### src/rtl/fc_layer_ctrl_if.sv
// Stream and datapath-control signals of the fully-connected layer sequencer.
// Handshakes (x in, y out): a transfer occurs on a rising clk edge where valid and ready are
// both high; valid never depends on ready, and a raised valid holds its payload until taken.
interface fc_layer_ctrl_if #(
  parameter int M = 32,
  parameter int N = 33,
  parameter int P = 8
);
  localparam int XW = (N > 1) ? $clog2(N) : 1;
  localparam int WW = ((M / P) * N > 1) ? $clog2((M / P) * N) : 1;
  localparam int SW = (P > 1) ? $clog2(P) : 1;

  logic          s_valid_x;
  logic          s_ready_x;
  logic          x_wr_en;
  logic [XW-1:0] x_addr;
  logic [WW-1:0] w_addr;
  logic          clr_acc;
  logic          en_acc;
  logic [SW-1:0] out_sel;
  logic          m_valid_y;
  logic          m_ready_y;
  logic          busy;
  logic [2:0]    dbg_state;

  modport master (
    input  s_valid_x, m_ready_y,
    output s_ready_x, x_wr_en, x_addr, w_addr, clr_acc, en_acc, out_sel,
           m_valid_y, busy, dbg_state
  );

  modport slave (
    output s_valid_x, m_ready_y,
    input  s_ready_x, x_wr_en, x_addr, w_addr, clr_acc, en_acc, out_sel,
           m_valid_y, busy, dbg_state
  );
endinterface

### src/rtl/fc_layer_ctrl.sv
// Sequencer for one fully-connected layer y = W*x on P MAC lanes: load x, then per group of
// P rows clear, step and drain the lanes and stream the P results out one at a time.
module fc_layer_ctrl #(
  parameter int M   = 32,
  parameter int N   = 33,
  parameter int P   = 8,
  parameter int LAT = 2
) (
  input  logic            clk,
  input  logic            reset,
  fc_layer_ctrl_if.master bus
);
  localparam int G  = M / P;
  localparam int XW = (N > 1) ? $clog2(N) : 1;
  localparam int WW = (G * N > 1) ? $clog2(G * N) : 1;
  localparam int SW = (P > 1) ? $clog2(P) : 1;
  localparam int GW = (G > 1) ? $clog2(G) : 1;
  localparam int DW = (LAT > 1) ? $clog2(LAT) : 1;

  localparam logic [XW-1:0] X_LAST = XW'(N - 1);
  localparam logic [GW-1:0] G_LAST = GW'(G - 1);
  localparam logic [SW-1:0] L_LAST = SW'(P - 1);
  localparam logic [DW-1:0] D_LAST = DW'(LAT - 1);

  if (M % P != 0) begin : g_bad_mp
    $error("fc_layer_ctrl: M must be a multiple of P");
  end
  if (LAT < 1) begin : g_bad_lat
    $error("fc_layer_ctrl: LAT must be at least 1");
  end

  typedef enum logic [2:0] {
    ST_LOAD  = 3'd0,
    ST_CLR   = 3'd1,
    ST_MAC   = 3'd2,
    ST_DRAIN = 3'd3,
    ST_OUT   = 3'd4
  } state_t;

  state_t        state_q;
  logic [XW-1:0] j_q;
  logic [XW-1:0] k_q;
  logic [GW-1:0] g_q;
  logic [SW-1:0] lane_q;
  logic [DW-1:0] drain_q;
  logic          s_ready_q;
  logic          clr_q;
  logic          en_q;
  logic          m_valid_q;
  logic          busy_q;

  logic x_hs;
  logic y_hs;
  logic in_mac;

  assign x_hs   = bus.s_valid_x & s_ready_q;
  assign y_hs   = m_valid_q & bus.m_ready_y;
  assign in_mac = (state_q == ST_MAC);

  always_ff @(posedge clk) begin
    if (!reset) begin
      state_q   <= ST_LOAD;
      j_q       <= '0;
      k_q       <= '0;
      g_q       <= '0;
      lane_q    <= '0;
      drain_q   <= '0;
      s_ready_q <= 1'b1;
      clr_q     <= 1'b0;
      en_q      <= 1'b0;
      m_valid_q <= 1'b0;
      busy_q    <= 1'b0;
    end else begin
      // Lanes see RAM/ROM data one cycle after the address, so enable trails MAC by one.
      en_q <= in_mac;
      case (state_q)
        ST_LOAD: begin
          if (x_hs) begin
            if (j_q == X_LAST) begin
              j_q       <= '0;
              state_q   <= ST_CLR;
              s_ready_q <= 1'b0;
              clr_q     <= 1'b1;
              busy_q    <= 1'b1;
            end else begin
              j_q <= j_q + 1'b1;
            end
          end
        end
        ST_CLR: begin
          clr_q   <= 1'b0;
          k_q     <= '0;
          state_q <= ST_MAC;
        end
        ST_MAC: begin
          if (k_q == X_LAST) begin
            k_q     <= '0;
            drain_q <= '0;
            state_q <= ST_DRAIN;
          end else begin
            k_q <= k_q + 1'b1;
          end
        end
        ST_DRAIN: begin
          if (drain_q == D_LAST) begin
            drain_q   <= '0;
            lane_q    <= '0;
            m_valid_q <= 1'b1;
            state_q   <= ST_OUT;
          end else begin
            drain_q <= drain_q + 1'b1;
          end
        end
        ST_OUT: begin
          if (y_hs) begin
            if (lane_q == L_LAST) begin
              lane_q    <= '0;
              m_valid_q <= 1'b0;
              if (g_q == G_LAST) begin
                g_q       <= '0;
                state_q   <= ST_LOAD;
                s_ready_q <= 1'b1;
                busy_q    <= 1'b0;
              end else begin
                g_q     <= g_q + 1'b1;
                state_q <= ST_CLR;
                clr_q   <= 1'b1;
              end
            end else begin
              lane_q <= lane_q + 1'b1;
            end
          end
        end
        default: begin
          state_q <= ST_LOAD;
        end
      endcase
    end
  end

  // j and k are both held at zero outside their own state, so the mux needs no third arm.
  assign bus.x_addr    = in_mac ? k_q : j_q;
  assign bus.w_addr    = in_mac ? (WW'(g_q) * WW'(N) + WW'(k_q)) : '0;
  assign bus.x_wr_en   = x_hs;
  assign bus.s_ready_x = s_ready_q;
  assign bus.clr_acc   = clr_q;
  assign bus.en_acc    = en_q;
  assign bus.out_sel   = lane_q;
  assign bus.m_valid_y = m_valid_q;
  assign bus.busy      = busy_q;
  assign bus.dbg_state = state_q;
endmodule

### src/flat_wrapper.sv
// flat-port wrapper written by rule: the top's interface ports become plain ports
module fc_layer_ctrl_flat 
#(
  parameter int M   = 32,
  parameter int N   = 33,
  parameter int P   = 8,
  parameter int LAT = 2
)
  (clk, reset, bus_s_valid_x, bus_m_ready_y, bus_s_ready_x, bus_x_wr_en, bus_x_addr, bus_w_addr, bus_clr_acc, bus_en_acc, bus_out_sel, bus_m_valid_y, bus_busy, bus_dbg_state);
  fc_layer_ctrl_if #(.M(M), .N(N), .P(P)) bus_i ();
  input  logic clk;
  input  logic reset;
  input wire logic [$bits(bus_i.s_valid_x)-1:0] bus_s_valid_x;
  input wire logic [$bits(bus_i.m_ready_y)-1:0] bus_m_ready_y;
  output wire logic [$bits(bus_i.s_ready_x)-1:0] bus_s_ready_x;
  output wire logic [$bits(bus_i.x_wr_en)-1:0] bus_x_wr_en;
  output wire logic [$bits(bus_i.x_addr)-1:0] bus_x_addr;
  output wire logic [$bits(bus_i.w_addr)-1:0] bus_w_addr;
  output wire logic [$bits(bus_i.clr_acc)-1:0] bus_clr_acc;
  output wire logic [$bits(bus_i.en_acc)-1:0] bus_en_acc;
  output wire logic [$bits(bus_i.out_sel)-1:0] bus_out_sel;
  output wire logic [$bits(bus_i.m_valid_y)-1:0] bus_m_valid_y;
  output wire logic [$bits(bus_i.busy)-1:0] bus_busy;
  output wire logic [$bits(bus_i.dbg_state)-1:0] bus_dbg_state;
  assign bus_i.s_valid_x = bus_s_valid_x;
  assign bus_i.m_ready_y = bus_m_ready_y;
  assign bus_s_ready_x = bus_i.s_ready_x;
  assign bus_x_wr_en = bus_i.x_wr_en;
  assign bus_x_addr = bus_i.x_addr;
  assign bus_w_addr = bus_i.w_addr;
  assign bus_clr_acc = bus_i.clr_acc;
  assign bus_en_acc = bus_i.en_acc;
  assign bus_out_sel = bus_i.out_sel;
  assign bus_m_valid_y = bus_i.m_valid_y;
  assign bus_busy = bus_i.busy;
  assign bus_dbg_state = bus_i.dbg_state;
  fc_layer_ctrl #(.M(M), .N(N), .P(P), .LAT(LAT)) u_core (.clk(clk), .reset(reset), .bus(bus_i));
endmodule
### config.mk
export PLATFORM = sky130hd
export DESIGN_NAME = fc_layer_ctrl_flat
export DESIGN_NICKNAME = d
export VERILOG_FILES = /design/src/rtl/fc_layer_ctrl_if.sv /design/src/rtl/fc_layer_ctrl.sv /design/src/flat_wrapper.sv
export SDC_FILE = /design/constraint.sdc
export NUM_CORES = 1
export LEC_CHECK = 0
export ABC_AREA = 1
export CAP_MARGIN = 15
export CORE_ASPECT_RATIO = 0.5
export CORE_MARGIN = 2
export CORE_UTILIZATION = 50
export CTS_CLUSTER_DIAMETER = 30
export DETAILED_ROUTE_END_ITERATION = 8
export GPL_TIMING_DRIVEN = 0
export PLACE_DENSITY = 0.76
export SLEW_MARGIN = 15
export SYNTH_ARGS = -nofsm -noshare
export SYNTH_HDL_FRONTEND = slang
export SYNTH_SLANG_ARGS = --single-unit
### constraint.sdc
create_clock -name clk -period 2.4 [get_ports clk]
set_clock_uncertainty 0.15 [all_clocks]
set_input_delay 0.48 -clock clk [delete_from_list [all_inputs] [get_ports clk]]
set_output_delay 0.48 -clock clk [all_outputs]
set_load 0.005 [all_outputs]
==> flow_summary.json <==
{
  "fmax_mhz": 387,
  "cts-root-buf": "clkbuf_8",
  "fp.dieH_um": 45.3,
  "rsz0062_at_grt": "true",
  "wl_per_cell_um": 14.1,
  "drt_iter0_drc": 133,
  "clk_pin_slew_ps": 90,
  "worstSetupStartpointType": "flip-flop",
  "synthCells": 243,
  "cts_tree": "built",
  "grt_max_degree": 16,
  "grtUsageTotal_pct": 24.0,
  "nNetsFinal": 299,
  "numCtsBuffers": 3,
  "post-route-util_pct": 70.7,
  "cp_data_arrival_time_ps": 1950,
  "synth.ff_latch_count": 26,
  "synth_cell_types": 30,
  "clock_latency_ps": 280,
  "coreArea_sq_mm": 0.00312,
  "die_w_um": 86.5,
  "synth-async-reset-ratio_pct": 0,
  "grt_overflow": 0,
  "syn_to_final_growth_pct": 29.6,
  "worst-setup-path-type": "reg2out",
  "cts_hold_buffers": 0,
  "netlist_area_sq_mm": 0.00170,
  "antenna_found_initial": 0,
  "final_cells": 320,
  "setup.worst_path.start": "u_core.g_q[1]$_SDFFE_PN0P_",
  "end_kind": "primary output",
  "finalMaxSlewViolations": 0,
  "status": "finished, violations left",
  "hold_class": "reg2reg",
  "row_count": 14,
  "routed_wl_um": 4510,
  "synth_largest_area_cell": "dfxtp_1",
  "dp_cells": 311,
  "finalCritPeriodShare_pct": 108,
  "yosys_warnings": 0,
  "vdd_drop_max_mv": 0.607,
  "endpoint": "bus_w_addr[7]",
  "maxCapViolations": 0,
  "worst_pin_slew_ps": 553,
  "die_area_sq_mm": 0.00391,
  "ant_nets": 0,
  "io_pins": 30,
  "clockBufferDepth": 2,
  "htree_levels": 1,
  "yosysSeqAreaShare_pct": 30.6,
  "viasPerCell": 5.43,
  "rr_startpoint": "u_core.bus.out_sel[0]$_SDFFE_PN0P_",
  "cpMostUsedCell": "ha_4",
  "pre_cts_slack_ps": -443,
  "synth_edf_count": 0,
  "period_minus_slack_ps": 2580,
  "clkSinkCount": 26,
  "grt_pass1_wl_um": 7310,
  "firstDrtPassIters": 4,
  "p_leak_nw": 1.02,
  "finalPower_mw": 1.63,
  "critPathMaxFanout": 2,
  "synth_top_area_share_pct": 30.6,
  "setup_viol": 3,
  "relSlewSlack_pct": 63.2,
  "syn_nets": 261,
  "critPathMaxStageDelay_ps": 390,
  "synth_area_per_cell_sq_um": 7.00,
  "ys.flop_type": "dfxtp_1",
  "slowest_stage": "fa_2",
  "hold_viol": 0,
  "worst-r2r-setup-slack_ps": 670,
  "hpwl_um": 3140,
  "synthTopCellsByArea": "dfxtp_1 31%, ha_1 9.6%, nand2_1 9.5%, inv_1 7.7%, a21oi_1 6.8%",
  "drc": 0,
  "vias": 1738,
  "rr_endpoint": "u_core.bus.dbg_state[0]$_SDFFE_PN0P_",
  "first_global_vias": 1606,
  "power_density_mw_per_mm2": 737,
  "crit_chain": "ha_4 > ha_4 > inv_2 > fa_2 > nor3_4 > a21oi_2 > nor2_1 > buf_2",
  "n_antenna_cell": 0,
  "start_util_pct": 54.6,
  "place_congestion": 0.851,
  "violations": "negative setup slack",
  "port_buffers": 28,
  "reg2regPathDepth": 10,
  "layout_setup_ws_ps": -181,
  "required_ps": 1770,
  "drive_gt1_share_pct": 23.2
}
sequential cells by signal (all words and copies together), names as in the netlist:
| register | count |
|---|---|
| u_core.bus.busy | 1 |
| u_core.bus.clr_acc | 1 |
| u_core.bus.dbg_state | 3 |
| u_core.bus.en_acc | 1 |
| u_core.bus.m_valid_y | 1 |
| u_core.bus.out_sel | 3 |
| u_core.bus.s_ready_x | 1 |
| u_core.drain_q | 1 |
| u_core.g_q | 2 |
| u_core.j_q | 6 |
| u_core.k_q | 6 |
logic make-up (layout without fill, tap and decap cells):
kind of cell    after synthesis  count (layout)  share of synthesized area, %
buf+inv                      45              82                          10.9
simple gates                112             112                          31.9
compound gates               44              44                          14.9
fa+ha+maj                    14              14                          10.7
xor+xnor                      2               2                          1.03
flops                        26              26                          30.6
where the power goes:
group	switching, mW	leakage, nW	internal, mW	total, mW
logic	0.420	0.768	0.278	0.698
registers	0.0618	0.215	0.494	0.556
clock network	0.149	0.0357	0.223	0.373
total	0.632	1.02	0.995	1.63
repair_timing:
action | CTS | global route
buffers inserted | 5 | 0
pin swaps | 10 | 4
resized for setup | 48 | 12
setup endpoints to repair | 14 | 9
Yosys cell counts, types with 2 or more instances:
| cell type | number |
|---|---|
| a21oi_1 | 23 |
| buf_2 | 2 |
| dfxtp_1 | 26 |
| ha_1 | 13 |
| inv_1 | 35 |
| inv_2 | 4 |
| nand2_1 | 43 |
| nand2_2 | 6 |
| nand2_4 | 3 |
| nand3_1 | 16 |
| nand3_2 | 3 |
| nand4_1 | 5 |
| nor2_1 | 26 |
| nor2_4 | 3 |
| nor3_1 | 5 |
| o21ai_0 | 10 |
| o21ai_2 | 6 |
| xor2_1 | 2 |
layout by cell type, fill, tap and decap left out, types with 5 or more instances in the layout:
cell type	instances
nand4_1	5
nand2_2	7
nor2_1	25
o21ai_2	6
a21oi_1	21
inv_1	33
buf_2	7
dfxtp_1	19
ha_1	9
buf_4	5
clkdlybuf4s50_1	14
nand2_1	42
nand3_1	16
inv_2	6
o21ai_0	8
dlygate4sd2_1	5
stage by stage:
stage | instance area [sq um] | setup TNS (ps) | hold WS (ps)
2_1_floorplan | 1700 | 0 | 306
3_3_place_gp | 2030 | -1290 | 306
3_5_place_dp | 2030 | -1420 | 313
4_1_cts | 2180 | -355 | 332
5_1_grt | 2210 | -616 | 363
6_report | 2210 | -422 | 332
how the worst min path moves through the flow:
stage / startpoint / end / cells after the start
2_1_floorplan: u_core.bus.busy$_SDFFE_PN0P_ / u_core.bus.busy$_SDFFE_PN0P_ / 2
3_3_place_gp: u_core.bus.busy$_SDFFE_PN0P_ / u_core.bus.busy$_SDFFE_PN0P_ / 2
3_5_place_dp: u_core.bus.clr_acc$_SDFFE_PN0P_ / u_core.bus.clr_acc$_SDFFE_PN0P_ / 2
4_1_cts: u_core.bus.busy$_SDFFE_PN0P_ / u_core.bus.busy$_SDFFE_PN0P_ / 2
5_1_grt: reset / u_core.bus.s_ready_x$_SDFFE_PN1P_ / 2
6_report: u_core.bus.busy$_SDFFE_PN0P_ / u_core.bus.busy$_SDFFE_PN0P_ / 2
area by class of cell:
cell class	instances	area, sq um
plain buffers	5	36.3
well taps	40	50.0
flip-flops and latches	26	539
inverters	40	153
clock inverters	1	30.0
clock buffers	3	41.3
fillers	262	912
repair buffers	33	289
multi-input cells	172	1070
critical path: cells and delay by family (launching register included):
kind | cells | cell delay (ps)
AO/OA/AOI/OAI | 1 | 90
adder cells (fa/ha/maj) | 3 | 780
buffers and inverters | 2 | 150
AND/OR/NAND/NOR | 2 | 290
flip-flops | 1 | 370
per-layer routing:
layer | share of wire (%) | GRT usage, %
met1 | 47 | 31.2
met2 | 46 | 42.0
met3 | 6.2 | 4.75
met4 | 0.55 | 5.63
met5 | 0 | 0
Power figures use the tool's default switching activity.
==> RTL edit: new RTL, same settings <==
Make the reset (`reset`) asynchronous in one clocked block.
--- a/src/rtl/fc_layer_ctrl.sv
+++ b/src/rtl/fc_layer_ctrl.sv
@@ -57,7 +57,7 @@
   assign y_hs   = m_valid_q & bus.m_ready_y;
   assign in_mac = (state_q == ST_MAC);
 
-  always_ff @(posedge clk) begin
+  always_ff @(posedge clk or negedge reset) begin
     if (!reset) begin
       state_q   <= ST_LOAD;
       j_q       <= '0;
Function: differs if reset is asserted again (counterexample within 4 cycles, from zero or initial values and one cycle with reset low); with reset held inactive, the same outputs for 10 cycles.
==> RTL edit against the unedited design <==
The flow still finishes with violations (setup timing). Total power is 7.1% higher. Combinational power rose by 14%. Synthesized cell count is 12% lower. Area after synthesis down 3.0%. Wire length decreased by 10%. Worst hold slack got worse by 0.29 ns. Worst setup slack lost 0.23 ns. Non-clock buffer count rose by 8. Sequential cell count unchanged. Design area up 1.6%. Critical path type unchanged. Largest cell class unchanged. Highest routed layer unchanged.
==> RTL edit: results (changes against the unedited design) <==
metric,value,unit,change
Setup WS pre-CTS,-0.589,ns,-0.146 ns
Finish-stage setup viols,6,,+3
prevailing post-synth register cell,dfrtp_1,,
Num CTS Buffers,3,,unchanged
Final nets,280,,-6.4%
synthesized area per cell,7.68,um^2,+9.6%
failing checks,setup timing,,
Crit path largest cell delay,0.43,ns,+0.04 ns
asr flop ratio synth,100,%,+100 points
TNS Setup,-1.56,ns,-1.14 ns
crit path launch,u_core.g_q[1],,
#MultiIn Comb,153,,-11%
sequential element share of the synthesized area,39.5,%,+8.9 points
Via density,5.21,,-4.1%
crit path DAT,2.18,ns,+0.23 ns
worst r2r dst,u_core.bus.busy,,
Inverters excl. clock,32,,-20%
DP Wirelength,2660,um,-15%
status,"complete, but fails checks",,
Multi-input gate area,942,um^2,-12%
multi-input combinational area share,42.0,%,-6.3 points
setup ws final,-0.415,ns,-0.234 ns
share of layout cells above drive strength 1,21.8,%,-1.4 points
RD Place Congestion,0.853,,+0.29%
HP Class,primary input to asynchronous set/reset pin,,
Non-Filler Instances,301,,-5.9%
Synth Area in Compound Gates,10.8,%,-4.0 points
CP Max Fanout,3,,+1
largest net degree at the start of global routing,27,,+11
global-route usage over all layers,22.0,%,-1.9 points
post-synthesis mux area share,0.682,%,+0.68 points
# port buffers,29,,+3.6%
Post-synth top cells,"57 x nand2_1, 31 x inv_1, 25 x dfrtp_1",,
top flop regs,"u_core.j_q (6), u_core.k_q (6)",,
reg2reg path depth,9,,-1
first-pass GRT wire length,6450,um,-12%
CP max stage cell,dfrtp_1,,
Non-Clock Buffer Area Fraction,17.9,%,+3.1 points
Cell variety after synth,29,,-3.3%
Worst slew margin,60.1,%,-3.0 points
reg2reg start,u_core.bus.dbg_state[1],,
sequential cell area share,29.3,%,+4.9 points
vias in the first global route,1457,,-9.3%
Non-CTS buffers,46,,+21%
drt wl/cell,13.4,um,-4.7%
synthesized net count,233,,-11%
main area contributors after synthesis,"dfrtp_1 38%, nand2_1 13%, ha_1 9.9%, inv_1 7.1%, o21ai_0 6.1%",,
worst reg-to-reg setup slack,0.63,ns,-0.04 ns
"IR drop worst, VDD",583,uV,-4.0%
Placement Cell Area,0.00199,mm^2,-2.0%
Adder-Cell Fraction of Synth Area,11.1,%,+0.33 points
ClkCell Share,3.18,%,-0.051 points
Synth Area in XOR/XNOR,3.18,%,+2.2 points
"Cell Area, Synth",0.00165,mm^2,-3.0%
1st-iter DRT viols,125,,-6.0%
WHS,0.0441,ns,-0.288 ns
LEAKAGE,1.17,nW,+15%
fillcell total,239,,-8.8%
[RTL edit: cell types whose count changed after synthesis, sizes merged, moves of 4 or more]
cell	unedited run	this run
inv	40	32
o21ai	16	22
nor2	30	16
dfxtp	26	0
a21oi	23	5
nand2	52	59
xnor2	0	4
dfrtp	0	25
[RTL edit: metal layers]
layer  track usage (%)  vias to the layer above  wire length (um)
li1                  -                      783                 -
met1              30.6                      733              1880
met2              35.2                       42              1870
met3              4.66                       10               231
met4              7.30                        0                64
met5                 0                        -                 0
[RTL edit: report_power, final]
| group | switching, mW | internal (mW) | total, mW |
|---|---|---|---|
| clock network | 0.146 | 0.223 | 0.369 |
| registers | 0.0599 | 0.521 | 0.581 |
| logic | 0.443 | 0.350 | 0.793 |
[RTL edit: repair_timing]
item,CTS,global route
endpoints found under the setup margin,14,11
buffers inserted,11,4
pin swaps,9,10
gates resized for setup,43,18
endpoints found under the hold margin,0,0
